[config.mk]
export PLATFORM = sky130hd
export DESIGN_NAME = ring_code_decoder
export DESIGN_NICKNAME = d
export VERILOG_FILES = /design/src/rtl/ring_pkg.sv /design/src/rtl/onehot_to_bin.sv /design/src/rtl/ring_code_decoder.sv
export SDC_FILE = /design/constraint.sdc
export NUM_CORES = 1
export LEC_CHECK = 0
export CORE_MARGIN = 1.5
export CORE_UTILIZATION = 46
export CTS_CLUSTER_SIZE = 10
export DETAILED_ROUTE_END_ITERATION = 16
export GPL_TIMING_DRIVEN = 0
export PLACE_DENSITY = 0.76
export SYNTH_ARGS = -nofsm -noshare
export SYNTH_HDL_FRONTEND = slang
export SYNTH_SLANG_ARGS = --single-unit
[constraint.sdc]
create_clock -name clk -period 2.1 [get_ports clk]
set_clock_uncertainty 0.1 [all_clocks]
set_input_delay 0.42 -clock clk [delete_from_list [all_inputs] [get_ports clk]]
set_output_delay 0.42 -clock clk [all_outputs]
set_load 0.02 [all_outputs]
[src/rtl/ring_pkg.sv]
// Shared types and helpers for ring-code logic: FSM state encoding,
// error-counter width and a one-position ring rotation.
package ring_pkg;

    localparam int ERR_CNT_W = 8;

    typedef enum logic [1:0] {
        SEARCH = 2'd0,
        TRACK  = 2'd1,
        LOCKED = 2'd2
    } ring_state_t;

    // Rotate a width-bit code by one position; dir=0 toward MSB, dir=1 toward LSB.
    function automatic logic [31:0] rotate(input logic [31:0] code, input int width, input logic dir);
        logic [31:0] mask;
        mask = {32{1'b1}} >> (32 - width);
        if (!dir)
            rotate = ((code << 1) | (code >> (width - 1))) & mask;
        else
            rotate = ((code >> 1) | (code << (width - 1))) & mask;
    endfunction

endpackage

[src/rtl/onehot_to_bin.sv]
// One-hot to binary encoder with legality flag (exactly one bit set).
// Combinational, zero latency; no flow control.
module onehot_to_bin #(
    parameter int WIDTH = 4,
    parameter int IW    = $clog2(WIDTH)
) (
    input  logic [WIDTH-1:0] code,
    output logic [IW-1:0]    index,
    output logic             legal
);

    always_comb begin
        index = '0;
        for (int i = 0; i < WIDTH; i++) begin
            if (code[i])
                index = index | IW'(i);
        end
    end

    assign legal = (code != '0) && ((code & (code - WIDTH'(1))) == '0);

endmodule

[src/rtl/ring_code_decoder.sv]
// Ring-code receiver: decodes, checks rotation order, reports lock and error pulses.
// One-cycle registered latency; no backpressure, samples accepted on every in_valid.
// Optional saturating error counter enabled by RING_DEC_ERRCNT_EN.
module ring_code_decoder
    import ring_pkg::*;
#(
    parameter int WIDTH    = 4,
    parameter int LOCK_CNT = 3,
    parameter int DIR      = 0,
    parameter int IW       = $clog2(WIDTH)
) (
    input  logic                 clk,
    input  logic                 rst,
    input  logic [WIDTH-1:0]     ring_in,
    input  logic                 in_valid,
    output logic [IW-1:0]        index,
    output logic                 index_valid,
    output logic                 locked,
    output logic                 code_err,
    output logic                 seq_err,
    output logic [ERR_CNT_W-1:0] err_cnt
);

    localparam int MW = $clog2(LOCK_CNT + 1);

    ring_state_t      state;
    logic [WIDTH-1:0] prev_code;
    logic [MW-1:0]    match_cnt;

    logic [IW-1:0]    dec_index;
    logic             dec_legal;
    logic [WIDTH-1:0] expected;
    logic [MW-1:0]    match_nxt;
    logic             is_expected;
    logic             code_err_nxt;
    logic             seq_err_nxt;

    onehot_to_bin #(.WIDTH(WIDTH), .IW(IW)) u_dec (
        .code  (ring_in),
        .index (dec_index),
        .legal (dec_legal)
    );

    assign expected     = WIDTH'(rotate(32'(prev_code), WIDTH, DIR != 0));
    assign is_expected  = (ring_in == expected);
    assign match_nxt    = match_cnt + MW'(1);
    assign code_err_nxt = in_valid && !dec_legal;
    assign seq_err_nxt  = in_valid && dec_legal && (state != SEARCH) && !is_expected;

    always_ff @(posedge clk) begin
        if (rst) begin
            state       <= SEARCH;
            prev_code   <= '0;
            match_cnt   <= '0;
            index       <= '0;
            index_valid <= 1'b0;
            locked      <= 1'b0;
            code_err    <= 1'b0;
            seq_err     <= 1'b0;
        end else begin
            index_valid <= 1'b0;
            code_err    <= code_err_nxt;
            seq_err     <= seq_err_nxt;
            if (in_valid) begin
                if (!dec_legal) begin
                    state  <= SEARCH;
                    locked <= 1'b0;
                end else begin
                    index       <= dec_index;
                    index_valid <= 1'b1;
                    prev_code   <= ring_in;
                    case (state)
                        SEARCH: begin
                            match_cnt <= '0;
                            state     <= TRACK;
                        end
                        TRACK: begin
                            if (is_expected) begin
                                match_cnt <= match_nxt;
                                if (match_nxt == MW'(LOCK_CNT)) begin
                                    state  <= LOCKED;
                                    locked <= 1'b1;
                                end
                            end else begin
                                match_cnt <= '0;
                            end
                        end
                        LOCKED: begin
                            if (!is_expected) begin
                                match_cnt <= '0;
                                state     <= TRACK;
                                locked    <= 1'b0;
                            end
                        end
                        default: begin
                            match_cnt <= '0;
                            state     <= SEARCH;
                            locked    <= 1'b0;
                        end
                    endcase
                end
            end
        end
    end

`ifdef RING_DEC_ERRCNT_EN
    // Counts in step with the pulse registers so err_cnt and the pulse appear together.
    always_ff @(posedge clk) begin
        if (rst)
            err_cnt <= '0;
        else if ((code_err_nxt || seq_err_nxt) && (err_cnt != {ERR_CNT_W{1'b1}}))
            err_cnt <= err_cnt + ERR_CNT_W'(1);
    end
`else
    assign err_cnt = '0;
`endif

endmodule

==> run_results.csv, run 1 <==
group,metric,value,unit
sta,fin_hold_ws,310.8,ps
sta,fin_crit,2055,ps
synth,muxShareOfSynthArea,0,
floorplanning,die_w,44.59,um
global_routing,grt.total_usage,0.1703,
critical_path,critPathArrivalTime,2120,ps
sta,rsz0062_at_grt,"false",
synth,synth_top_flop_cell,"dfxtp_1",
critical_path,crit_slowest_cell,"clkdlybuf4s50_1",
synth,synthesis.area,795.8,um^2
clock_tree,cts_tree,"yes",
clock_tree,clock_path_buffers,2,
sta,hold_violations,0,
layout,nFillCells,131,
global_routing,busiest_layer,"met2",
critical_path,regToRegSetupSlack,480,ps
critical_path,cpMostUsedCell,"buf_4",
detailed_routing,drc,2,
floorplanning,die_h,44.59,um
pwr,pwr-share-comb,0.213,
detailed_routing,drt-initial-drc-count,24,
detailed_routing,viasPerCell,5.458,
critical_path,worstSetupStartpoint,"ring_in[1]",
synth,synthAdderAreaFrac,0.01572,
clock_tree,root_buffer,"clkbuf_4",
synth,yosys_warnings,0,
layout,drive_above_1_share,0.2348,
detailed_routing,routedWlPerCell,12.16,um
synth,synth-compound-area-share,0.2123,
global_routing,grt_pass1_wl,2504,um
synth,synth_enable_flop_cells,0,
global_routing,use_met3,0.03673,
detailed_routing,ant_nets,0,
global_routing,grt_max_degree,11,
layout,final-seq-area,280.3,um^2
clock_tree,clk_pin_slew,80,ps
pwr,power_frac_seq,0.465,
synth,yosys.area.top_type,"dfxtp_1",
detailed_routing,dr.pass1.iters,10,
worst_hold_path,whs_path_depth,3,
sta,drv_slew,0,
synth,netlist_top_cells_area,"dfxtp_1 (35%), buf_4 (8.5%), xor2_1 (5.5%), a21oi_1 (4.4%), nor2_1 (3.8%)",
layout,syn2layout_area_growth,28.62,%
run,max-cap-violations,0,
critical_path,reg2reg_to,"match_cnt[0]",
synth,ys_types,35,
floorplanning,start_util,0.5104,
critical_path,cp-end-kind,"flop",
clock_tree,cts_hold_buf,0,
critical_path,slowest_delay,640,ps
synth,synth_top_area_share,0.3522,
pwr,p_leak,0.3996,nW
synth,synth_xor_area_frac,0.05503,
critical_path,path_max_fanout,8,
pwr,clock_power_share,0.322,
synth,synthTopCellsByCount,"dfxtp_1 (14), buf_4 (9), nor2_1 (8)",
critical_path,rr_worst_depth,6,
critical_path,r2r_start,"prev_code[2]",
layout,multi_input_area,454.2,um^2
pwr,p_sw,0.1650,mW
global_routing,grtUsageMet2,0.2522,
synth,synth_top_family_by_area,"simple AND/OR/NAND/NOR gates",
critical_path,cp_top_family,"buffers and inverters",
synth,synth_seq_cells,14,
detailed_routing,wl,1593,um
layout,fin_util,0.6565,
sta,period_share,0.9784,
pwr,p_int,0.4326,mW
synth,yosys.area_share.simple,0.2217,
synth,syn_avg_cell_area,8.745,um^2
critical_path,path_class,"input pin to flop",
run_status,violations,"design-rule violations",
layout,nets,124,
clock_tree,h-tree-depth,1,
critical_path,crit_cells,7,
critical_path,worst_setup_path_start_kind,"input pin",
clock_tree,clk_latency,280,ps
synth,yosysMostFrequentCell,"dfxtp_1",
floorplanning,ios,21,
place,gp_congestion,0.8775,
synth,ys_seq_area_frac,0.3522,
clock_tree,cts.sinks,14,
synth,netlist_instances,91,
clock_tree,cts_made_buffers,3,
place,dpl.hpwl,1131,um
global_routing,antenna_found_initial,0,
sta,max_freq,486.7,MHz
critical_path,crit_end,"match_cnt[0]",
global_routing,met1_usage,0.2338,
layout,finish.cell_count_without_fillers,131,
detailed_routing,via_count,715,
pwr,ir_drop,0.4955,mV
floorplanning,core,1559,um^2
pwr,switching_share,0.2761,
floorplanning,die_area,1988,um^2
layout,antenna_cells,0,
critical_path,path_cells,"clkdlybuf4s50_1 > xor2_1 > nor4_4 > buf_4 > buf_4 > a311oi_2 > o22ai_1",
place,dp.cells,124,
worst_hold_path,min_path_type,"input pin to flop",
pwr,p_per_area,583.9,nW/um^2
global_routing,first_global_vias,590,
floorplanning,rows,14,
critical_path,critPathBufInv,3,
critical_path,cp.required,2170,ps
sta,setup_viol,0,
pwr,p_total,0.5976,mW
synth,async_flop_share,0,
run_status,status,"finished with violations",
global_routing,gr-total-overflow,0,
place,portBuffers,10,
## layout make-up
type	instances	share of cell area
Buffer	14	0.09291
Clock buffer	4	0.03545
Inverter	4	0.01467
Multi-Input combinational cell	66	0.4438
Sequential cell	14	0.2738
Tap cell	16	0.01956
Timing Repair Buffer	13	0.1198
## power groups by stage
stage	clock network [mW]	registers [mW]	logic (mW)
finish	0.192	0.278	0.127
global route	0.211	0.279	0.138
global placement	0	0.284	0.118
detailed placement	0	0.284	0.119
floorplan	0	0.289	0.0821
CTS	0.198	0.278	0.123
## cells by family after synthesis
logic type,count (synthesis)
DFF,14
xor gates and xnor gates,5
adders and majority gates,1
and+or+nand+nor,28
other,1
buffers and inverters,18
AOI/OAI and AO/OA,24
## tightest hold or removal path: stages
cell and delay (ps):
buf_6 120, nand3_1 60, a21oi_1 50
## flip-flops by register name, summed over array words and instances (netlist names)
name / cells
prev_code: 4
index: 2
match_cnt: 2
state: 2
code_err: 1
index_valid: 1
locked: 1
seq_err: 1
## placed cells by master (no fill, tap or decap), types with 2 or more instances in the layout
cell             count
dfxtp_1             14
buf_4               12
clkdlybuf4s50_1     10
nor2_1               8
conb_1               8
a21oi_1              7
xor2_1               4
nand2_1              4
nand3_1              4
inv_1                3
o21ai_0              3
clkbuf_4             3
buf_1                2
nor3_1               2
a41oi_1              2
nand4_1              2
o21ai_1              2
a311oi_1             2
## metal layers
layer  part of all wire  wire length (um)
met3              0.036                58
met4              0.014                22
met2               0.47               749
met5                  0                 0
met1               0.48               763
## timing repair
| action | in CTS | in global routing |
|---|---|---|
| gates resized for setup | 0 | 3 |
| pin swaps | 1 | 0 |
| buffers inserted | 3 | 0 |
| setup endpoints to repair | 1 | 5 |
| endpoints found under the hold margin | 0 | 0 |
## worst min-delay path by stage
stage	start	endpoint	slack, ps
after floorplan	match_cnt[0]	match_cnt[0]	350
after global placement	match_cnt[0]	match_cnt[0]	360
after detailed placement	match_cnt[1]	match_cnt[1]	380
after CTS	ring_in[2]	prev_code[2]	300
after global routing	ring_in[2]	prev_code[2]	320
final	ring_in[2]	prev_code[2]	310
## per-stage QoR
stage          setup TNS [ps]  setup WS, ps  instance area [um^2]
2_1_floorplan               0         313.8                 822.0
3_3_place_gp            -1452        -301.9                 942.2
3_5_place_dp            -1608        -306.2                 942.2
4_1_cts                     0         38.50                  1001
5_1_grt                     0         10.67                  1023
6_report                    0         45.35                  1023
Note: power is estimated with default switching activity, not from simulation.
==> run 2, diff against run 1 <==
--- a/config.mk
+++ b/config.mk
@@ -11,6 +11,7 @@
 export DETAILED_ROUTE_END_ITERATION = 16
 export GPL_TIMING_DRIVEN = 0
 export PLACE_DENSITY = 0.76
+export SETUP_SLACK_MARGIN = 0.05
 export SYNTH_ARGS = -nofsm -noshare
 export SYNTH_HDL_FRONTEND = slang
 export SYNTH_SLANG_ARGS = --single-unit
==> run_results.csv, run 2 (same netlist as run 1, synthesis figures left out) <==
group,metric,value,unit
run_status,status,"finished with violations",
run_status,violations,"design-rule violations",
sta,period_share,0.9387,
sta,setup_viol,0,
detailed_routing,wl_met2,768,um
detailed_routing,wl_met3,70,um
clock_tree,cts.sinks,14,
detailed_routing,routedWlPerCell,12.09,um
floorplanning,die_area,1988,um^2
pwr,p_leak,0.4088,nW
critical_path,path_cells,"clkdlybuf4s50_1 > xor2_2 > nor4_4 > buf_4 > buf_4 > a311oi_2 > o22ai_1",
detailed_routing,wl,1584,um
critical_path,cp-end-kind,"flop",
detailed_routing,ant_nets,0,
global_routing,grt_pass1_wl,2504,um
floorplanning,ios,21,
global_routing,gr-total-overflow,0,
clock_tree,clk_latency,280,ps
pwr,p_total,0.5976,mW
clock_tree,clock_path_buffers,2,
layout,regMostFlops,"prev_code",
critical_path,cp.required,2170,ps
layout,nFillCells,131,
pwr,pwr-share-comb,0.213,
floorplanning,start_util,0.5104,
detailed_routing,drc,2,
detailed_routing,via_count,704,
layout,final_common_cell,"dfxtp_1",
critical_path,path_max_fanout,8,
critical_path,critPathBufInv,3,
pwr,p_per_area,582.4,nW/um^2
layout,nets,124,
pwr,switching_share,0.2763,
sta,max_freq,507.3,MHz
critical_path,critPathArrivalTime,2040,ps
critical_path,slowest_delay,610,ps
critical_path,worst_setup_path_start_kind,"input pin",
critical_path,crit_slowest_cell,"clkdlybuf4s50_1",
global_routing,antenna_found_initial,0,
clock_tree,clk_pin_slew,80,ps
floorplanning,die_w,44.59,um
pwr,clock_power_share,0.322,
sta,hold_violations,0,
sta,setup_slack,128.6,ps
floorplanning,die_h,44.59,um
layout,largest_reg_flops,4,
detailed_routing,viasPerCell,5.374,
layout,antenna_cells,0,
clock_tree,root_buffer,"clkbuf_4",
global_routing,grt_max_degree,11,
sta,fin_crit,1971,ps
run,max-cap-violations,0,
place,portBuffers,10,
detailed_routing,dr.pass1.iters,10,
layout,syn2layout_area_growth,28.93,%
pwr,power_frac_seq,0.465,
place,dpl.hpwl,1131,um
critical_path,cpMostUsedCell,"buf_4",
place,dp_slack,-306.2,ps
floorplanning,core,1559,um^2
sta,drv_slew,0,
pwr,p_sw,0.1651,mW
detailed_routing,top_layer,"met4",
pwr,p_int,0.4325,mW
pwr,ir_drop,0.4951,mV
place,gp_congestion,0.8775,
critical_path,path_class,"input pin to flop",
clock_tree,cts_hold_buf,0,
worst_hold_path,min_path_type,"input pin to flop",
detailed_routing,wl_met1,722,um
critical_path,cp_top_family,"buffers and inverters",
floorplanning,rows,14,
clock_tree,h-tree-depth,1,
clock_tree,cts_tree,"yes",
layout,drive_above_1_share,0.2348,
layout,final_cell_mix,"dfxtp_1 (14), buf_4 (12), clkdlybuf4s50_1 (9)",
global_routing,first_global_vias,590,
sta,rsz0062_at_grt,"true",
clock_tree,cts_made_buffers,3,
detailed_routing,drt-initial-drc-count,26,
global_routing,grt.total_usage,0.1703,
## run 2: cell types whose count changed in the layout (fill, tap and decap cells not counted), sizes merged
cell	change
dlymetal6s2s	+1
clkdlybuf4s50	-1
## run 2: final timing paths
path / start / to / slack [ps] / depth (start not counted)
worst max-delay path: ring_in[0] / match_cnt[0] / 130 / 7
worst min-delay path: ring_in[2] / prev_code[2] / 310 / 3
worst max register to register: prev_code[2] / match_cnt[0] / 480 / 6
worst min register to register: match_cnt[0] / match_cnt[0] / 390 / 2
## run 2: power groups by stage
stage | combinational, mW | clock (mW) | sequential [mW]
after floorplan | 0.0821 | 0 | 0.289
after global placement | 0.118 | 0 | 0.284
after detailed placement | 0.119 | 0 | 0.284
after CTS | 0.123 | 0.198 | 0.278
after global routing | 0.138 | 0.211 | 0.279
final | 0.127 | 0.192 | 0.278
## run 2: cell type report
class / count / area (um^2) / share of cell area
sequential: 14 / 280.3 / 0.2732
multi-input combinational: 66 / 454.2 / 0.4427
inverter: 4 / 15.01 / 0.01463
timing repair buffer: 13 / 125.1 / 0.1220
buffer: 14 / 95.09 / 0.09268
tap: 16 / 20.02 / 0.01951
clock buffer: 4 / 36.28 / 0.03537
## run 2: repair_timing
item	in CTS	in global routing
pin swaps	1	0
gates resized for setup	0	4
buffers inserted	3	0
endpoints found under the setup margin	3	5
## run 2: tightest hold or removal path, cell delays in order
cell and delay [ps]:
buf_6 110, nand3_1 60, a21oi_1 50
## run 2: per-layer routing
metal,global-route usage,up-vias
met5,0,-
met4,0.07879,0
met3,0.03673,2
met2,0.2522,19
met1,0.2338,322
li1,-,361
## run 2: through the flow
step	utilization	area, um^2	instances	hold WS [ps]	TNS, ps
finish	0.6581	1026	131	310.0	0
global route	0.6581	1026	131	318.7	0
CTS	0.6421	1001	131	301.7	0
detailed placement	0.6043	942.2	124	375.6	-1608
global placement	0.6043	942.2	124	358.4	-1452
floorplan	-	822.0	98	346.2	0
==> run 3, diff against run 2 <==
--- a/config.mk
+++ b/config.mk
@@ -5,13 +5,13 @@
 export SDC_FILE = /design/constraint.sdc
 export NUM_CORES = 1
 export LEC_CHECK = 0
-export CORE_MARGIN = 1.5
+export CORE_MARGIN = 2
 export CORE_UTILIZATION = 46
 export CTS_CLUSTER_SIZE = 10
 export DETAILED_ROUTE_END_ITERATION = 16
 export GPL_TIMING_DRIVEN = 0
 export PLACE_DENSITY = 0.76
-export SETUP_SLACK_MARGIN = 0.05
+export SETUP_SLACK_MARGIN = 0.4
 export SYNTH_ARGS = -nofsm -noshare
 export SYNTH_HDL_FRONTEND = slang
 export SYNTH_SLANG_ARGS = --single-unit
==> run_results.csv, run 3 (same netlist as run 1, synthesis figures left out) <==
group,metric,value,unit
run_status,status,"complete, no violations",
clock_tree,clock_path_buffers,2,
detailed_routing,drc,0,
sta,max_freq,622.5,MHz
clock_tree,cts_tree,"yes",
layout,drive_above_1_share,0.2807,
pwr,p_per_area,579.7,nW/um^2
pwr,p_int,0.4303,mW
critical_path,rr_worst_depth,5,
clock_tree,clk_latency,280,ps
layout,largest_reg_flops,4,
detailed_routing,viasPerCell,5.534,
floorplanning,rows,15,
place,dpl.hpwl,1077,um
clock_tree,clk_pin_slew,80,ps
clock_tree,h-tree-depth,1,
floorplanning,die_w,45.59,um
global_routing,first_global_vias,571,
pwr,p_sw,0.1703,mW
sta,tightest_slew,527.2,ps
detailed_routing,ant_nets,0,
place,gp_congestion,0.8555,
sta,fin_crit,1607,ps
critical_path,cp-end-kind,"flop",
critical_path,worstSetupStartpoint,"ring_in[1]",
clock_tree,cts.sinks,14,
layout,fin_util,0.6202,
global_routing,grt_pass1_wl,2325,um
pwr,ir_drop,0.3607,mV
sta,period_share,0.7650,
floorplanning,ios,21,
critical_path,reg2reg_to,"state[0]",
clock_tree,cts_made_buffers,3,
global_routing,grt_max_degree,11,
sta,rsz0062_at_grt,"true",
detailed_routing,drt-initial-drc-count,13,
detailed_routing,via_count,725,
sta,slew_headroom,0.6479,
pwr,clock_power_share,0.324,
pwr,switching_share,0.2835,
sta,hold_violations,0,
sta,drv_slew,0,
critical_path,path_class,"input pin to flop",
floorplanning,die_h,45.59,um
global_routing,grt.total_usage,0.1527,
pwr,power_frac_seq,0.463,
floorplanning,core,1670,um^2
layout,regMostFlops,"prev_code",
detailed_routing,dr.pass1.iters,4,
layout,nets,123,
place,dp.cells,125,
critical_path,crit_end,"seq_err",
pwr,p_leak,0.4358,nW
layout,syn2layout_area_growth,30.19,%
pwr,pwr-share-comb,0.214,
critical_path,r2r_start,"prev_code[3]",
floorplanning,start_util,0.4764,
critical_path,regToRegSetupSlack,550,ps
critical_path,critPathArrivalTime,1700,ps
critical_path,cp.required,2200,ps
global_routing,antenna_found_initial,0,
critical_path,path_max_fanout,10,
global_routing,gr-total-overflow,0,
sta,setup_viol,0,
clock_tree,root_buffer,"clkbuf_4",
detailed_routing,routedWlPerCell,11.50,um
floorplanning,die_area,2078,um^2
place,portBuffers,10,
layout,finish.cell_count_without_fillers,131,
sta,tns,0,ps
sta,fin_hold_ws,318.2,ps
worst_hold_path,min_path_type,"input pin to flop",
layout,antenna_cells,0,
critical_path,worst_setup_path_start_kind,"input pin",
run,max-cap-violations,0,
layout,final_cell_mix,"dfxtp_1 (14), buf_4 (10), nor2_1 (8), conb_1 (8), a21oi_1 (7)",
detailed_routing,wl,1507,um
layout,final_common_cell,"dfxtp_1",
==> run 3: changes by cell type in the layout (fill, tap and decap cells not counted), moves of 2 or more <==
cell and delta:
buf_4 -2, dlygate4sd2_1 +6, clkbuf_2 +2, clkdlybuf4s50_1 -7
==> run 3: worst min-delay path by stage <==
stage              endpoint  slack [ps]  cells after the start          from
4_1_cts        prev_code[2]         320                      3    ring_in[2]
3_3_place_gp   match_cnt[0]         360                      2  match_cnt[0]
3_5_place_dp   match_cnt[0]         370                      2  match_cnt[0]
6_report       prev_code[2]         320                      3    ring_in[2]
2_1_floorplan  match_cnt[0]         350                      2  match_cnt[0]
5_1_grt        prev_code[2]         330                      3    ring_in[2]
==> run 3: area by class of cell <==
class                      instances  area [um^2]
sequential                        14        280.3
clock buffer                       4        36.28
tap                               17        21.27
buffer                            14        100.1
multi-input combinational         66        474.2
timing repair buffer              12        107.6
inverter                           4        16.27
fill                             145        634.4
==> run 3: power groups by stage <==
stage	logic [mW]	registers [mW]	clock network, mW
final	0.128	0.278	0.194
after global routing	0.139	0.279	0.205
after CTS	0.125	0.278	0.196
after detailed placement	0.123	0.284	0
after global placement	0.121	0.284	0
after floorplan	0.0849	0.290	0
==> run 3: layer usage <==
layer / vias to the layer above / track usage / wire length [um]
li1: 361 / - / -
met1: 333 / 0.1840 / 703
met2: 26 / 0.2507 / 675
met3: 5 / 0.02778 / 94
met4: 0 / 0.08824 / 35
met5: - / 0 / 0
==> run 3: repair_timing <==
| action | 4_1_cts | 5_1_grt |
|---|---|---|
| buffers inserted | 2 | 0 |
| endpoints found under the setup margin | 20 | 7 |
| resized for setup | 13 | 6 |
| pin swaps | 3 | 0 |
| hold buffers | 0 | 0 |
==> run 3: critical path, cell delays in order <==
cell and delay [ps]:
clkdlybuf4s15_2 250, nor4b_4 330, a211o_2 200, buf_4 180
nand2_2 80, nor4_2 230
==> run 3: stage by stage <==
| stage | instance area [um^2] | power (mW) | setup slack [ps] |
|---|---|---|---|
| finish | 1036 | 0.6005 | 493.5 |
| global route | 1036 | 0.6230 | 398.0 |
| CTS | 1023 | 0.5988 | 400.5 |
| detailed placement | 960.9 | 0.4070 | -304.0 |
| global placement | 960.9 | 0.4050 | -287.8 |
| floorplan | 839.6 | 0.3745 | 365.8 |
